<file path="src/rtl/seq_alu.sv">
// Registered ALU with a multi-cycle unsigned shift-add multiplier.
// A start/busy/done handshake wraps both the single-cycle ops and the WIDTH-cycle MUL.
module seq_alu #(
    parameter int unsigned WIDTH = 32
) (
    input  logic             clk,
    input  logic             reset,
    input  logic             start,
    input  logic [2:0]       alu_op,
    input  logic [WIDTH-1:0] a,
    input  logic [WIDTH-1:0] b,
    output logic             busy,
    output logic             done,
    output logic             c_out,
    output logic [WIDTH-1:0] result,
    output logic [WIDTH-1:0] result_hi
);

    localparam int unsigned CW = $clog2(WIDTH + 1);

    localparam logic [2:0] OP_AND = 3'b000;
    localparam logic [2:0] OP_OR  = 3'b001;
    localparam logic [2:0] OP_XOR = 3'b010;
    localparam logic [2:0] OP_MUL = 3'b011;
    localparam logic [2:0] OP_ADD = 3'b100;
    localparam logic [2:0] OP_SUB = 3'b101;
    localparam logic [2:0] OP_SLT = 3'b110;
    localparam logic [2:0] OP_NOR = 3'b111;

    typedef enum logic [1:0] {
        IDLE = 2'd0,
        MUL  = 2'd1,
        DONE = 2'd2
    } state_t;

    state_t           state;
    logic [WIDTH-1:0] mcand;
    logic [WIDTH-1:0] hi;
    logic [WIDTH-1:0] lo;
    logic [CW-1:0]    cnt;

    logic [WIDTH-1:0] op_res;
    logic             op_c;
    logic [WIDTH:0]   mul_sum;
    logic [WIDTH-1:0] mul_hi_nxt;
    logic [WIDTH-1:0] mul_lo_nxt;

    // Single-cycle operations
    always_comb begin
        op_res = '0;
        op_c   = 1'b0;
        case (alu_op)
            OP_AND: op_res = a & b;
            OP_OR:  op_res = a | b;
            OP_XOR: op_res = a ^ b;
            OP_ADD: {op_c, op_res} = {1'b0, a} + {1'b0, b};
            OP_SUB: {op_c, op_res} = {1'b0, a} + {1'b0, ~b} + (WIDTH + 1)'(1);
            OP_SLT: op_res = {{(WIDTH - 1){1'b0}}, ($signed(a) < $signed(b))};
            OP_NOR: op_res = ~(a | b);
            default: op_res = '0;
        endcase
    end

    // One shift-add iteration; the add carry lands in the MSB of hi after the shift
    always_comb begin
        mul_sum    = {1'b0, hi} + (lo[0] ? {1'b0, mcand} : '0);
        mul_hi_nxt = mul_sum[WIDTH:1];
        mul_lo_nxt = {mul_sum[0], lo[WIDTH-1:1]};
    end

    always_ff @(posedge clk) begin
        if (reset) begin
            state     <= IDLE;
            busy      <= 1'b0;
            done      <= 1'b0;
            c_out     <= 1'b0;
            result    <= '0;
            result_hi <= '0;
            mcand     <= '0;
            hi        <= '0;
            lo        <= '0;
            cnt       <= '0;
        end else begin
            case (state)
                IDLE, DONE: begin
                    done <= 1'b0;
                    busy <= 1'b0;
                    if (start) begin
                        if (alu_op == OP_MUL) begin
                            mcand <= a;
                            lo    <= b;
                            hi    <= '0;
                            cnt   <= '0;
                            busy  <= 1'b1;
                            state <= MUL;
                        end else begin
                            result    <= op_res;
                            result_hi <= '0;
                            c_out     <= op_c;
                            done      <= 1'b1;
                            state     <= DONE;
                        end
                    end else begin
                        state <= IDLE;
                    end
                end
                MUL: begin
                    hi  <= mul_hi_nxt;
                    lo  <= mul_lo_nxt;
                    cnt <= cnt + CW'(1);
                    if (cnt == CW'(WIDTH - 1)) begin
                        result    <= mul_lo_nxt;
                        result_hi <= mul_hi_nxt;
                        c_out     <= |mul_hi_nxt;
                        busy      <= 1'b0;
                        done      <= 1'b1;
                        state     <= DONE;
                    end
                end
                default: begin
                    busy  <= 1'b0;
                    done  <= 1'b0;
                    state <= IDLE;
                end
            endcase
        end
    end

endmodule

</file>
<file path="config.mk">
export PLATFORM = sky130hd
export DESIGN_NAME = seq_alu
export DESIGN_NICKNAME = d
export VERILOG_FILES = /design/src/rtl/seq_alu.sv
export SDC_FILE = /design/constraint.sdc
export NUM_CORES = 1
export LEC_CHECK = 0
export CAP_MARGIN = 30
export CORE_MARGIN = 5
export CORE_UTILIZATION = 60
export CTS_CLUSTER_DIAMETER = 60
export DETAILED_ROUTE_END_ITERATION = 12
export DONT_BUFFER_PORTS = 1
export PLACE_DENSITY_LB_ADDON = 0.1
export SYNTH_ARGS = -nofsm -noshare
export SYNTH_HDL_FRONTEND = slang
export SYNTH_SLANG_ARGS = --single-unit
</file>
<file path="constraint.sdc">
create_clock -name clk -period 4.58 [get_ports clk]
set_input_delay 0.687 -clock clk [delete_from_list [all_inputs] [get_ports clk]]
set_output_delay 0.687 -clock clk [all_outputs]
set_load 0.01 [all_outputs]
</file>
# ---- Word level (Yosys, flattened, before mapping)
# Cells that the tools add are included.
dict set report word_totals {
  elab_cells 79
  out_inout_bits 67
  regBits 171
  inputBits 70
}
dict set report op_classes {
  n_lt_le_gt_ge 1
  n_eq_ne 14
  bitwise_logic 5
  add_sub_neg 5
  reduce_logical 8
  mux 36
}
# cell n
set ops {}
lappend ops {{32-bit 2-to-1 mux} 11}
lappend ops {{32-bit case mux with 2 select lines} 4}
lappend ops {{32-bit case mux with 7 select lines} 1}
lappend ops {{32-bit by 32-bit adder with 33-bit output} 3}
lappend ops {{32-bit inverter} 2}
lappend ops {{33-bit by 1-bit adder with 33-bit output, second input constant} 1}
lappend ops {{32-bit bitwise AND} 1}
lappend ops {{32-bit < comparator} 1}
lappend ops {{32-bit bitwise OR} 1}
lappend ops {{32-bit OR reduction} 1}
lappend ops {{32-bit bitwise XOR} 1}
lappend ops {{3-bit equality test, second input constant} 4}
lappend ops {{6-bit 2-to-1 mux} 2}
lappend ops {{6-bit case mux with 2 select lines} 1}
lappend ops {{1-bit 2-to-1 mux} 9}
lappend ops {{2-bit != test, second input constant} 4}
lappend ops {{1-bit case mux with 2 select lines} 4}
lappend ops {{6-bit by 1-bit adder with 6-bit output, second input constant} 1}
lappend ops {{3-bit by 2-bit equality test with 1-bit output, second input constant} 2}
lappend ops {{6-bit by 5-bit equality test with 1-bit output, second input constant} 1}
lappend ops {{2-bit 2-to-1 mux} 3}
lappend ops {{3-bit AND reduction} 2}
lappend ops {{2-bit case mux with 2 select lines} 1}
lappend ops {{4-bit AND reduction} 1}
lappend ops {{7 further kinds} 7}

# ---- Logic depth before layout (Yosys ltp)
# Gate-level depths: netlist of the first run.
dict set report depth {
  ltp_word 7
  mapped_depth 14
  mapped_depth_nobuf 13
}

# ---- Least setup slack after synthesis of the first run
# OpenSTA, ideal clock, no wires.
dict set report synth_timing {
  path_kind {input -> register}
  start {input a[0]}
  end {register result[28]}
  required_ps 4505
  setup_time_ps 75
  path_stages 13
  n_path_buf 0
  setup_slack_ps 936
  t_arrival_ps 3570
  cell_sequence {inv_1 -> ha_1 -> fa_1 -> o21bai_2 -> a21oi_1 -> o211a_1 -> or4_4 -> a311oi_2 -> a41oi_1 -> nor2_1 -> o22ai_1 -> or4_1 -> a31oi_1}
}
dict set report synth_between {
  elab_chain_cells 6
  elab_cells_between_ends 7
  classes_between {add/sub: 3; mux: 4}
}
# element line_no
set synth_lines {}
lappend synth_lines {{start, declared} 10} ;# input logic [WIDTH-1:0] a,
lappend synth_lines {{32-bit by 32-bit adder with 33-bit output} 57} ;# OP_SUB: {op_c, op_res} = {1'b0, a} + {1'b0, ~b} + (WIDTH + 1)'(1);
lappend synth_lines {{33-bit by 1-bit adder with 33-bit output} 57}
lappend synth_lines {{32-bit case mux with 7 select lines *} 52} ;# case (alu_op)
lappend synth_lines {{32-bit 2-to-1 mux *} 89} ;# if (alu_op == OP_MUL) begin
lappend synth_lines {{32-bit 2-to-1 mux *} 88} ;# if (start) begin
lappend synth_lines {{32-bit case mux with 2 select lines *} 84} ;# case (state)
lappend synth_lines {{end signal, assigned} 97} ;# result <= op_res;
lappend synth_lines {{end signal, assigned} 112} ;# result <= mul_lo_nxt;
lappend synth_lines {{end, declared} 15} ;# output logic [WIDTH-1:0] result,
# Every way passes the cells marked *; elsewhere a longest branch is shown, timed or not. The select of a mux whose other input is x is not followed.
# A chain may end at the register's enable or synchronous reset.

# ---- Final worst setup path of the first run
dict set report layout_timing {
  start {register lo[0]}
  end {register c_out}
}
dict set report layout_between {
  elab_chain_cells 5
}
# element line_no
set layout_lines {}
lappend layout_lines {{start, declared} 39} ;# logic [WIDTH-1:0] lo;
lappend layout_lines {{start signal, assigned} 109} ;# lo <= mul_lo_nxt;
lappend layout_lines {{32-bit 2-to-1 mux} 66} ;# mul_sum = {1'b0, hi} + (lo[0] ? {1'b0, mcand} : '0);
lappend layout_lines {{32-bit by 32-bit adder with 33-bit output} 66}
lappend layout_lines {{32-bit OR reduction} 114} ;# c_out <= |mul_hi_nxt;
lappend layout_lines {{1-bit 2-to-1 mux} 111} ;# if (cnt == CW'(WIDTH - 1)) begin
lappend layout_lines {{1-bit case mux with 2 select lines} 84}
lappend layout_lines {{end signal, assigned} 99} ;# c_out <= op_c;
lappend layout_lines {{end signal, assigned} 114}
lappend layout_lines {{end, declared} 14} ;# output logic c_out,
# No other way between the ends. The select of a mux whose other input is x is not followed.

==> results of run 1 <==
## routing by layer
layer	GRT usage	vias up	wire, µm
li1	-	6619	-
met1	0.458	6589	19400
met4	0.124	2	1410
met3	0.0675	106	4190
met2	0.525	655	20200
met5	0	-	12
## layout by cell type (no fill, tap or decap), types with 10 or more instances in the layout
master and instances:
a211oi_1 13, a21o_1 22, a21oi_1 232, a221oi_1 11, a222oi_1 13, a22o_1 21
a22oi_1 58, a31oi_1 28, and2_1 40, buf_4 18, clkbuf_16 17, dfxtp_1 169
ha_1 140, inv_1 102, mux2i_1 10, nand2_1 257, nand2b_1 12, nand3_1 49
nor2_1 162, nor2b_1 11, nor3_1 37, nor4_1 12, o211ai_1 19, o21a_1 13
o21ai_0 93, o21ai_1 13, o21bai_1 15, o31ai_1 13, xnor2_1 38, xor2_1 11
## report_power, final
| part | switching, W | leakage, nW | total (W) | internal, W |
|---|---|---|---|---|
| registers | 0.0000463 | 1.37 | 0.00155 | 0.00151 |
| logic | 0.000517 | 4.28 | 0.000813 | 0.000297 |
| clock network | 0.000665 | 0.300 | 0.00154 | 0.000872 |
| total | 0.00123 | 5.95 | 0.00390 | 0.00268 |
## state kept, by name, indices dropped and copies added (netlist names)
register,count
lo,32
state,2
cnt,6
mcand,32
result,32
hi,32
result_hi,32
c_out,1
## final timing paths
path | startpoint | to | slack (ps) | cells after the start
max reg2reg | lo[0]$_SDFFE_PP0P_ | c_out$_SDFFE_PP0P_ | 760 | 13
min reg2reg | mcand[31]$_SDFFE_PP0P_ | mcand[31]$_SDFFE_PP0P_ | 450 | 2
max | lo[0]$_SDFFE_PP0P_ | c_out$_SDFFE_PP0P_ | 760 | 13
min | reset | lo[28]$_SDFFE_PP0P_ | 330 | 1
## kinds of logic after synthesis
kind of cell / count (synthesis)
AND/OR/NAND/NOR: 646
XOR/XNOR: 49
adder cells (fa/ha/maj): 143
AO/OA/AOI/OAI: 651
buffers and inverters: 233
multiplexers: 11
flip-flops: 169
## worst max-delay path, cell delays in order, from the launching register on
cell	delay [ps]
dfxtp_1	350
and2_1	150
ha_1	200
fa_1	410
a21o_1	250
a221oi_4	420
nor2_1	110
o41a_1	440
a21oi_1	120
nor4b_2	250
nand4_1	150
or4b_1	490
nor4_1	240
a31oi_1	120
## cell type report
cell class                 instances  area (µm²)
multi-input combinational       1500        9610
fill                            2095        8190
sequential                       169        3380
clock buffer                      17         425
inverter                         107         402
tap                              285         357
clock inverter                    13         184
timing repair buffer              19         155
## metrics by stage
step                      cells  instance area [µm²]  setup slack [ps]  hold slack [ps]   util
after floorplan            1902                13800               936              432      -
after global placement     2079                13900               626              433  0.612
after detailed placement   2080                13900               541              440  0.613
after CTS                  2110                14500               771              311  0.639
after global routing       2110                14500               426              306  0.639
final                      2110                14500               763              333  0.639
==> summary.txt, run 1 <==
Status = completed
CP Capture Type = register
Fmax = 0.262 GHz
GRT overflow = 0
Number of flops mapped to enable cells by yosys = 0
Post-DP HPWL = 32,400 µm
Final wirelength = 45,200 µm
Min-Delay Path Class = input port to register
Fin crit share = 0.833
RSZ-0062 raised after global routing = false
Synth area leaders = dfxtp_1 24%, ha_1 13%, a21oi_1 8.4%
Final setup fails = 0
# IOs = 137
Clock latency on the worst-skew pair = 440 ps
Critical Path Start Type = register
Nets = 2,027
Cell variety after synth = 93
Primary FF master, synth = dfxtp_1
Longest Clk Path Bufs = 2
Cell Pwr Density = 269 nW/µm²
Minimum clock period = 3820 ps
Worst Tran Pin Value = 966 ps
Die ar. = 26,200 µm²
Wirelength per Cell = 21.4 µm
Initial core utilization = 0.609
DRC violations left = 0
Area growth, synth to finish = 4.94%
Cts repair resizes = 0
Critical path required time = 4890 ps
Post-synthesis mux area share = 0.00805
Final-report max-slew violation count = 0
Vias in the first global route = 13.2k
Synth top area share = 0.245
Initial antenna violation count = 1
Layout cells sized above 1 = 0.0488
Top-count cell post-synth = nand2_1
Ys async rst share = 0
Critical setup path kind = register to register
Synth Instances = 1,902
Port buffer count = 0
Number of synthesized register bits = 169
First-pass GRT wire length = 71,300 µm
Post-Synth XOR/XNOR Area = 0.0310
CTS sink cnt = 169
Postcts setup bufs = 0
Hold_buf cts = 0
CTS tree = yes
Antenna Nets Post-Route = 0
CP arrival = 4120 ps
Initial DRC count = 1,575
Core area = 22,700 µm²
Largest net degree at the start of global routing = 167
Adder-cell area share of the yosys netlist = 0.131
Slew HR = 0.356
Clk pin slew, worst setup/hold paths = 70 ps
Max Clock Skew = 13.3 ps
Post-synth top cells = 257 x nand2_1, 232 x a21oi_1, 169 x dfxtp_1
Drt pass-1 iters = 8
N_diodes = 0
Max VDD drop = 0.206 mV
Leading area contributor after synthesis = dfxtp_1
MaxCap Viol Count = 0
Final Hold Viols = 0
Via count = 14.0k
Pleak = 5.95 nW
CTS buffer count = 17
Area of the mapped netlist = 13,800 µm²
Post-Syn Nets = 2,115
Setup TNS = 0 ps
Largest family of logic cells by synthesized area = compound AO/OA/AOI/OAI gates
Vias/cell = 6.62
GRT Overall Usage = 0.335
Synth Area in Simple Gates = 0.213
Synth Area in Compound Gates = 0.309
Crit Path Max Fanout = 8
Post-synthesis area per instance = 7.27 µm²
Gp weighted congestion = 0.985
Htree depth = 4
Ys Warns = 0
Rows = 55
Die H = 162 µm
Sequential share of the synthesized area = 0.245
Die Wd = 162 µm
Root Driver = clkbuf_16
Tot Pwr = 0.00390 W
No activity file was read; power rests on OpenSTA's default activity.
==> inputs of run 2 (changes only) <==
==> constraint.sdc (replaced) <==
create_clock -name clk -period 3.73 [get_ports clk]
set_input_delay 0.5595 -clock clk [delete_from_list [all_inputs] [get_ports clk]]
set_output_delay 0.5595 -clock clk [all_outputs]
set_load 0.01 [all_outputs]
==> summary.txt, run 2 (synthesis gave the netlist of run 1 again) <==
Initial core utilization = 0.609 (unchanged)
Post-DP HPWL = 33,200 µm (+2.5%)
Crit Path Max Fanout = 5 (-3)
CTS tree = yes
Critical path required time = 4020 ps (-870 ps)
Commonest non-fill, non-tap cells in the layout = 257 x nand2_1, 229 x a21oi_1, 168 x dfxtp_1
Hold Path Depth = 1 (unchanged)
Clk pin slew, worst setup/hold paths = 70 ps (about the same)
Port buffer count = 0 (unchanged)
Slew HR = 0.354 (-0.00175)
Layout fillers = 2,087 (-0.38%)
Core Util, Final = 0.660 (+0.0203)
DP Area = 14,300 µm² (+2.8%)
Fmax = 0.267 GHz (+1.9%)
Drt pass-1 iters = 6 (-2)
CP max stage cell = or4b_1
DRC violations left = 0 (unchanged)
Nets = 2,080 (+2.6%)
First-pass GRT wire length = 73,300 µm (+2.8%)
Final setup fails = 1 (+1)
Root Driver = clkbuf_16
FF-to-FF path depth = 14 (+1)
Slowest stage delay, CP = 540 ps (+50 ps)
Via count = 14.2k (+1.9%)
Final wirelength = 46,300 µm (+2.5%)
Design Area, Final = 15,000 µm² (+3.2%)
Initial antenna violation count = 0 (-1)
Die ar. = 26,200 µm² (unchanged)
Crit path cell chain = buf_4 > and2_1 > ha_4 > and3_1 > a221oi_4 > buf_4 > or4b_4 > a21oi_4 > o21a_4 > a31oi_2 > xnor2_1 > or4b_1 > nor4_2 > a31oi_1
Hold EP = lo[28]$_SDFFE_PP0P_
Final Hold Viols = 0 (unchanged)
Min-Delay Path Class = input port to register
Worst path most repeated cell = buf_4
Worst reg2reg startpoint = lo[0]$_SDFFE_PP0P_
Violated checks = setup timing
Most common cell after layout, fill and taps aside = nand2_1
Status = finished with violations
Longest Clk Path Bufs = 2 (unchanged)
Cell Pwr Density = 318 nW/µm² (+18%)
Max VDD drop = 0.267 mV (+29%)
Rows = 55 (unchanged)
CTS buffer count = 17 (unchanged)
# IOs = 137 (unchanged)
MaxCap Viol Count = 0 (unchanged)
Initial DRC count = 1,660 (+5.4%)
Worst Tran Pin Value = 969 ps (+2.62 ps)
Hold Crit Start = reset
Vias/cell = 6.58 (-0.65%)
GRT Overall Usage = 0.343 (+0.00774)
CP Capture Type = register
Wirelength per Cell = 21.4 µm (about the same)
Area growth, synth to finish = 8.27%
Pleak = 6.20 nW (+4.2%)
Setup TNS = -16.7 ps (-16.7 ps)
Critical setup path kind = register to register
Htree depth = 4 (unchanged)
Finished Layout Cells = 2,164 (+2.6%)
Final-report max-slew violation count = 0 (unchanged)
Minimum clock period = 3750 ps (-70.5 ps)
Hold_buf cts = 0 (unchanged)
Post-route setup slack = -16.7 ps (-780 ps)
Clock latency on the worst-skew pair = 440 ps (about the same)
GRT overflow = 0 (unchanged)
Gp weighted congestion = 0.963 (-2.2%)
Layout cells sized above 1 = 0.0836 (+0.0348)
Fin crit share = 1.00 (+0.171)
Vias in the first global route = 13.6k (+2.5%)
CP arrival = 4040 ps (-80 ps)
Critical Path Start Type = register
CTS sink cnt = 169 (unchanged)
Largest net degree at the start of global routing = 167 (unchanged)
Placed insts = 2,131 (+2.5%)
Flop2flop setup slack = -20 ps (-780 ps)
Core area = 22,700 µm² (unchanged)
Die Wd = 162 µm (unchanged)
Max Clock Skew = 11.6 ps (-1.71 ps)
N_diodes = 0 (unchanged)
Die H = 162 µm (unchanged)
Antenna Nets Post-Route = 0 (unchanged)
Worst R2R End = c_out$_SDFFE_PP0P_
RSZ-0062 raised after global routing = true
-- run 2: metrics by stage --
| step | hold slack (ps) | power [W] | worst slack, ps |
|---|---|---|---|
| global route | 190 | 0.00497 | -83.2 |
| CTS | 186 | 0.00476 | 49.8 |
| global placement | 434 | 0.00294 | -84.9 |
| detailed placement | 436 | 0.00295 | -219 |
| finish | 198 | 0.00477 | -16.7 |
| floorplan | 432 | 0.00270 | 195 |
-- run 2: area by class of cell --
class | count | area [µm²] | area share
clock buffers | 18 | 429 | 0.0286
inverters | 107 | 402 | 0.0268
flip-flops and latches | 169 | 3380 | 0.226
multi-input cells | 1500 | 9690 | 0.647
clock inverters | 13 | 160 | 0.0107
repair buffers | 72 | 561 | 0.0374
well taps | 285 | 357 | 0.0238
-- run 2: worst max path at each step --
stage	from	to	slack (ps)
after global placement	a[0]	c_out$_SDFFE_PP0P_	-80
after floorplan	lo[0]$_SDFFE_PP0P_	c_out$_SDFFE_PP0P_	190
final	lo[0]$_SDFFE_PP0P_	c_out$_SDFFE_PP0P_	-20
after CTS	lo[0]$_SDFFE_PP0P_	c_out$_SDFFE_PP0P_	50
after global routing	lo[0]$_SDFFE_PP0P_	c_out$_SDFFE_PP0P_	-80
after detailed placement	a[0]	c_out$_SDFFE_PP0P_	-220
-- run 2: layer usage --
layer	global-route usage	part of all wire	wire length, µm
met5	0	0	0
met4	0.118	0.036	1680
met3	0.0629	0.099	4610
met2	0.554	0.45	20800
met1	0.461	0.41	19200
-- run 2: repair_timing --
action / in CTS / in global routing
setup buffers: 1 / 1
hold endpoints to repair: 0 / 0
setup endpoints to repair: 1 / 1
gates cloned: 0 / 0
gates resized for setup: 2 / 16
pin swaps: 2 / 13
-- run 2: power breakdown --
group / internal [W] / leakage (nW) / total (W) / switching [W]
logic: 0.000387 / 4.54 / 0.00103 / 0.000641
clock network: 0.00101 / 0.285 / 0.00183 / 0.000821
registers: 0.00185 / 1.37 / 0.00191 / 0.0000572
total: 0.00325 / 6.20 / 0.00477 / 0.00152
-- run 2: worst max-delay path: cells and delay by family, from the launching register on --
family,cells,cell delay [ps]
and+or+nand+nor,5,1780
AOI/OAI and AO/OA,5,760
DFF,1,330
buffers and inverters,2,300
adders and majority gates,1,300
xor gates and xnor gates,1,150
